## src/rtl/nbit_serial_adder.sv

```systemverilog
`default_nettype none
`timescale 1ns/1ps
// ============================================================================
//  Module   : nbit_serial_adder
//  Purpose  : Multi-cycle WIDTH-bit adder/subtractor. Each clock adds DIGIT
//             bits through a DIGIT-long full-adder chain. The carry between
//             digits is held in a register. Operands arrive on a valid/ready
//             handshake and results leave on a second valid/ready handshake.
//  Ports    : clk        - rising-edge clock
//             rst_n      - asynchronous active-low reset
//             in_valid   - operands valid
//             in_ready   - block can accept operands (IDLE only)
//             a, b       - WIDTH-bit operands
//             c_in       - carry-in (add) / borrow-in (sub)
//             sub        - 0: a+b+c_in, 1: a-b-c_in
//             out_valid  - result valid (DONE)
//             out_ready  - consumer takes the result
//             s          - sum/difference modulo 2^WIDTH
//             c_out      - raw carry out of the top bit (sub: 1 = no borrow)
//             ovf        - two's-complement signed overflow
//  Revision : 1.0 - initial release
// ============================================================================
module nbit_serial_adder #(
  parameter int WIDTH = 8,
  parameter int DIGIT = 2
) (
  input  logic             clk,
  input  logic             rst_n,
  input  logic             in_valid,
  output logic             in_ready,
  input  logic [WIDTH-1:0] a,
  input  logic [WIDTH-1:0] b,
  input  logic             c_in,
  input  logic             sub,
  output logic             out_valid,
  input  logic             out_ready,
  output logic [WIDTH-1:0] s,
  output logic             c_out,
  output logic             ovf
);

  localparam int c_num_digits = WIDTH / DIGIT;
  localparam int c_cnt_w      = (c_num_digits > 1) ? $clog2(c_num_digits) : 1;
  localparam logic [c_cnt_w-1:0] c_last = c_cnt_w'(c_num_digits - 1);

  generate
    if ((WIDTH < 2) || (DIGIT < 1) || (DIGIT > WIDTH) || ((WIDTH % DIGIT) != 0)) begin : g_param_check
      $error("nbit_serial_adder: need WIDTH>=2, 1<=DIGIT<=WIDTH and WIDTH%%DIGIT==0");
    end
  endgenerate

  typedef enum logic [1:0] {
    S_IDLE = 2'd0,
    S_ADD  = 2'd1,
    S_DONE = 2'd2
  } state_t;

  state_t               r_state;
  state_t               w_state_next;
  logic [WIDTH-1:0]     r_a;
  logic [WIDTH-1:0]     r_b;      // b, already inverted for subtraction
  logic                 r_carry;
  logic [c_cnt_w-1:0]   r_cnt;
  logic [WIDTH-1:0]     r_s;
  logic                 r_c_out;
  logic                 r_ovf;

  int                   w_base;
  logic [DIGIT-1:0]     w_a_dig;
  logic [DIGIT-1:0]     w_b_dig;
  logic [DIGIT-1:0]     w_sum_dig;
  logic [DIGIT:0]       w_chain;  // ripple carries; top bit is the digit carry-out
  logic [WIDTH-1:0]     w_s_next;
  logic                 w_ovf_next;

  // --------------------------------------------------------------------------
  // Digit select
  // --------------------------------------------------------------------------
  always_comb begin
    w_base  = int'(r_cnt) * DIGIT;
    w_a_dig = r_a[w_base +: DIGIT];
    w_b_dig = r_b[w_base +: DIGIT];
  end

  // --------------------------------------------------------------------------
  // DIGIT-long full-adder chain; {w_chain[DIGIT], w_sum_dig} is the
  // DIGIT+1-bit digit sum.
  // --------------------------------------------------------------------------
  assign w_chain[0] = r_carry;

  generate
    for (genvar gi = 0; gi < DIGIT; gi++) begin : g_fa
      assign w_sum_dig[gi]  = w_a_dig[gi] ^ w_b_dig[gi] ^ w_chain[gi];
      assign w_chain[gi+1]  = (w_a_dig[gi] & w_b_dig[gi]) |
                              (w_chain[gi] & (w_a_dig[gi] ^ w_b_dig[gi]));
    end
  endgenerate

  // Sum vector with the current digit merged in. On the last digit this is
  // the final result, so overflow is judged on it rather than on r_s.
  always_comb begin
    w_s_next                  = r_s;
    w_s_next[w_base +: DIGIT] = w_sum_dig;
    w_ovf_next = (r_a[WIDTH-1] == r_b[WIDTH-1]) && (w_s_next[WIDTH-1] != r_a[WIDTH-1]);
  end

  // --------------------------------------------------------------------------
  // Control FSM
  // --------------------------------------------------------------------------
  always_ff @(posedge clk or negedge rst_n) begin
    if (!rst_n) begin
      r_state <= S_IDLE;
    end else begin
      r_state <= w_state_next;
    end
  end

  always_comb begin
    w_state_next = r_state;
    case (r_state)
      S_IDLE:  if (in_valid)        w_state_next = S_ADD;
      S_ADD:   if (r_cnt == c_last) w_state_next = S_DONE;
      S_DONE:  if (out_ready)       w_state_next = S_IDLE;
      default:                      w_state_next = S_IDLE;
    endcase
  end

  // --------------------------------------------------------------------------
  // Datapath registers
  // --------------------------------------------------------------------------
  always_ff @(posedge clk or negedge rst_n) begin
    if (!rst_n) begin
      r_a     <= '0;
      r_b     <= '0;
      r_carry <= 1'b0;
      r_cnt   <= '0;
      r_s     <= '0;
      r_c_out <= 1'b0;
      r_ovf   <= 1'b0;
    end else begin
      case (r_state)
        S_IDLE: begin
          if (in_valid) begin
            r_a     <= a;
            r_b     <= sub ? ~b : b;
            // Subtraction is a + ~b + 1 - borrow, so the initial carry is ~c_in.
            r_carry <= c_in ^ sub;
            r_cnt   <= '0;
          end
        end
        S_ADD: begin
          r_s     <= w_s_next;
          r_carry <= w_chain[DIGIT];
          // Wrap to zero instead of running past the last digit, so the
          // digit select never points outside the operand.
          r_cnt   <= (r_cnt == c_last) ? '0 : r_cnt + c_cnt_w'(1);
          if (r_cnt == c_last) begin
            r_c_out <= w_chain[DIGIT];
            r_ovf   <= w_ovf_next;
          end
        end
        default: begin
        end
      endcase
    end
  end

  // in_ready is gated by rst_n so it reads 0 for the whole reset assertion.
  assign in_ready  = (r_state == S_IDLE) && rst_n;
  assign out_valid = (r_state == S_DONE);
  assign s         = r_s;
  assign c_out     = r_c_out;
  assign ovf       = r_ovf;

endmodule
`default_nettype wire

```

## config.mk

```make
export PLATFORM = sky130hd
export DESIGN_NAME = nbit_serial_adder
export DESIGN_NICKNAME = d
export VERILOG_FILES = /design/src/rtl/nbit_serial_adder.sv
export SDC_FILE = /design/constraint.sdc
export NUM_CORES = 1
export LEC_CHECK = 0
export ABC_AREA = 1
export ABC_CLOCK_PERIOD_IN_PS = 2600
export CORE_MARGIN = 2
export CORE_UTILIZATION = 50
export DETAILED_ROUTE_END_ITERATION = 12
export PLACE_DENSITY = 0.87
export SLEW_MARGIN = 20
export SYNTH_ARGS = -nofsm -noshare
export SYNTH_HDL_FRONTEND = slang
export SYNTH_SLANG_ARGS = --single-unit
export TNS_END_PERCENT = 5
```

## constraint.sdc

```tcl
create_clock -name clk -period 2.6 [get_ports clk]
set_input_delay 0.65 -clock clk [delete_from_list [all_inputs] [get_ports clk]]
set_output_delay 0.65 -clock clk [all_outputs]
set_load 0.005 [all_outputs]
```

==> out/results.txt <==
Congestion Overflow GR = 0
Layout net count = 264
VDD IR-drop max = 644 uV
Non-Filler Instances = 278
Routed WL per cell = 11.7 um
DP Area = 2020 um^2
Clock transition at path regs = 90 ps
Placer Congestion = 0.900
Antenna violations before repair = 0
Via count = 1369
Crit Path Max Fanout = 2
Later-pin clock latency in the skew report = 340 ps
Setup ws final = 117 ps
Fillers = 265
Largest net degree at the start of global routing = 32
Antenna viol nets, final = 0
CP cell instances = clkdlybuf4s50_1 -> inv_1 -> nor2_1 -> clkdlybuf4s50_1
Worst slew pin tran = 492 ps
Initial Util = 0.528
Die height = 60.8 um
CTS H-tree lvls = 2
Placeable Area = 3050 um^2
Adder-Cell Fraction of Synth Area = 0.0714
Drt drc = 0
Min Hold Slack = 489 ps
Max-Cap Viols = 0
Detailed Route Iter0 Violations = 61
Max Transition Viols Final = 0
Fin crit share = 0.955
Req. time, crit path = 1950 ps
Worst hold path type = flip-flop to flip-flop
Status = finished, final reports clean
Final instance area = 2110 um^2
Crit path time final = 2480 ps
Simple-gate share of the synthesized area = 0.233
Via-to-Cell Ratio = 4.92
Post-synthesis mux area share = 0
Mapped Nets = 220
Final wirelength = 3240 um
GRT Overall Usage = 0.204
LEAKAGE = 0.000996 uW
Clock buffer depth = 2
Clock skew = 8.30 ps
Slowest cell on crit path = clkdlybuf4s50_1
Setup slack at placement = 91.5 ps
Die X = 60.8 um
Synth warn = 0
Synthesized flop and latch total = 31
CP max stage delay = 530 ps
# clock sinks = 31
Crit-path most repeated cell = clkdlybuf4s50_1
Input/output buffers = 33
Cells after Synth = 190
DIE AREA = 3700 um^2
Area grow syn2layout = 30.8%
Final Hold Fails = 0
Synth Area in Compound Gates = 0.113
DR pass1 iterations = 4
Relative slew margins = 0.671
Xor/xnor cell area share of the yosys netlist = 0.0489
Synthesized area = 1610 um^2
Arr. time, crit path = 1830 ps
Endpoint class of the critical path = primary output
CTS tree = done
Vias in the first global route = 1219
Largest family of logic cells by synthesized area = simple AND/OR/NAND/NOR gates
FP Rows = 20
Avg Inst Size Synth = 8.49 um^2
CP Class = input pin to primary output
Synth unique cells = 20
Hold-fix buffers, CTS = 0
First-pass GRT wire length = 5330 um
Dpl hpwl = 2400 um
Top Family by Delay on Critical Path = buffers and inverters
Setup violators final = 0
CTS Root Cell = clkbuf_4
Startpoint types = input pin
CTS buffer count = 5
Pwr Density = 1170 nW/um^2
Share of cells above drive strength 1 = 0.120
Ant. Diodes = 0
Top Ports = 34
Max Freq = 0.403 GHz
Seq/Total Area, Yosys = 0.481
Bufs and invs on worst path = 3
Inst Count DP = 268
-- Yosys cell counts --
| cell | instances | area (um^2) |
|---|---|---|
| nand2_1 | 59 | 221 |
| dfrtp_1 | 31 | 776 |
| o21ai_0 | 24 | 120 |
| nor2_1 | 16 | 60.1 |
| inv_1 | 12 | 45.0 |
| xnor2_1 | 8 | 70.1 |
| ha_1 | 6 | 75.1 |
| nand3_1 | 6 | 30.0 |
| buf_2 | 5 | 25.0 |
| inv_2 | 4 | 15.0 |
| o22ai_1 | 4 | 25.0 |
| o31ai_1 | 4 | 30.0 |
| fa_1 | 2 | 40.0 |
| nand4_1 | 2 | 12.5 |
| nor2_4 | 2 | 22.5 |
| a22oi_1 | 1 | 7.51 |
| nand3_4 | 1 | 17.5 |
| nor3_1 | 1 | 5.00 |
| or2_2 | 1 | 6.26 |
| xor2_1 | 1 | 8.76 |
-- state kept, by name, indices dropped and copies added (netlist names) --
| register | count |
|---|---|
| r_cnt | 2 |
| r_a | 8 |
| ovf | 1 |
| s | 8 |
| r_b | 8 |
| c_out | 1 |
| r_state | 2 |
| r_carry | 1 |
-- cell families (layout without fill, tap and decap cells) --
logic type      count (synthesis)  in the layout
buf+inv                        21             65
xor+xnor                        9              9
flops                          31             31
compound gates                 33             33
fa+ha+maj                       8              8
simple gates                   88             88
-- cell usage in the layout, fill, tap and decap left out, types with 4 or more instances in the layout --
cell,n
inv_1,11
nor2_1,16
buf_4,9
ha_1,6
o21ai_0,20
dfrtp_1,30
nand2_1,59
o21ai_1,4
xnor2_1,8
clkbuf_4,5
o22ai_1,4
nand3_1,5
o31ai_1,4
inv_2,4
clkdlybuf4s50_1,33
-- worst paths after layout --
path	from	endpoint	slack, ps	cells after the start
worst max-delay path	rst_n	in_ready	120	4
worst min-delay path	r_a[3]	r_a[3]	490	2
worst max register to register	r_cnt[0]	ovf	130	11
worst min register to register	r_a[3]	r_a[3]	490	2
max in group asynchronous	rst_n	r_cnt[0]	1510	2
min in group asynchronous	rst_n	r_state[0]	790	2
-- where the power goes --
group / internal (uW) / leakage, uW / switching, uW
Combinational: 606 / 0.000566 / 739
Clock: 125 / 0.0000341 / 164
Sequential: 688 / 0.000396 / 149
-- worst register-to-register path: stages, from the launching register on --
cell	delay, ps
dfrtp_2	450
clkinvlp_4	170
o21ai_1	150
o22ai_1	110
fa_2	380
fa_1	620
inv_1	50
nor2_1	120
nand3_1	110
nand3_1	110
nand3_1	100
nand2_1	60
-- metal layers --
layer / vias to the layer above / share of wire / track usage
met2: 31 / 0.50 / 0.336
met3: 6 / 0.044 / 0.0768
li1: 702 / - / -
met1: 630 / 0.44 / 0.243
met5: - / 0 / 0
met4: 0 / 0.020 / 0.0745
-- metrics by stage --
stage	total power (uW)	TNS, ps	utilization
2_1_floorplan	1640	0	-
3_3_place_gp	2010	0	0.661
3_5_place_dp	2070	0	0.661
4_1_cts	2350	0	0.680
5_1_grt	2710	-11.0	0.691
6_report	2470	0	0.691
-- timing repair --
item / 4_1_cts / 5_1_grt
gates resized for setup: 0 / 8
setup buffers: 0 / 3
endpoints found under the setup margin: 0 / 2
-- cell type report --
type	instances	area (um^2)	area share
timing repair buffer	42	398	0.189
clock inverter	1	5.00	0.00237
clock buffer	6	51.3	0.0243
multi-input combinational	138	759	0.360
inverter	16	63.8	0.0302
tap	44	55.1	0.0261
sequential	31	777	0.368
No activity file was read; power rests on OpenSTA's default activity.
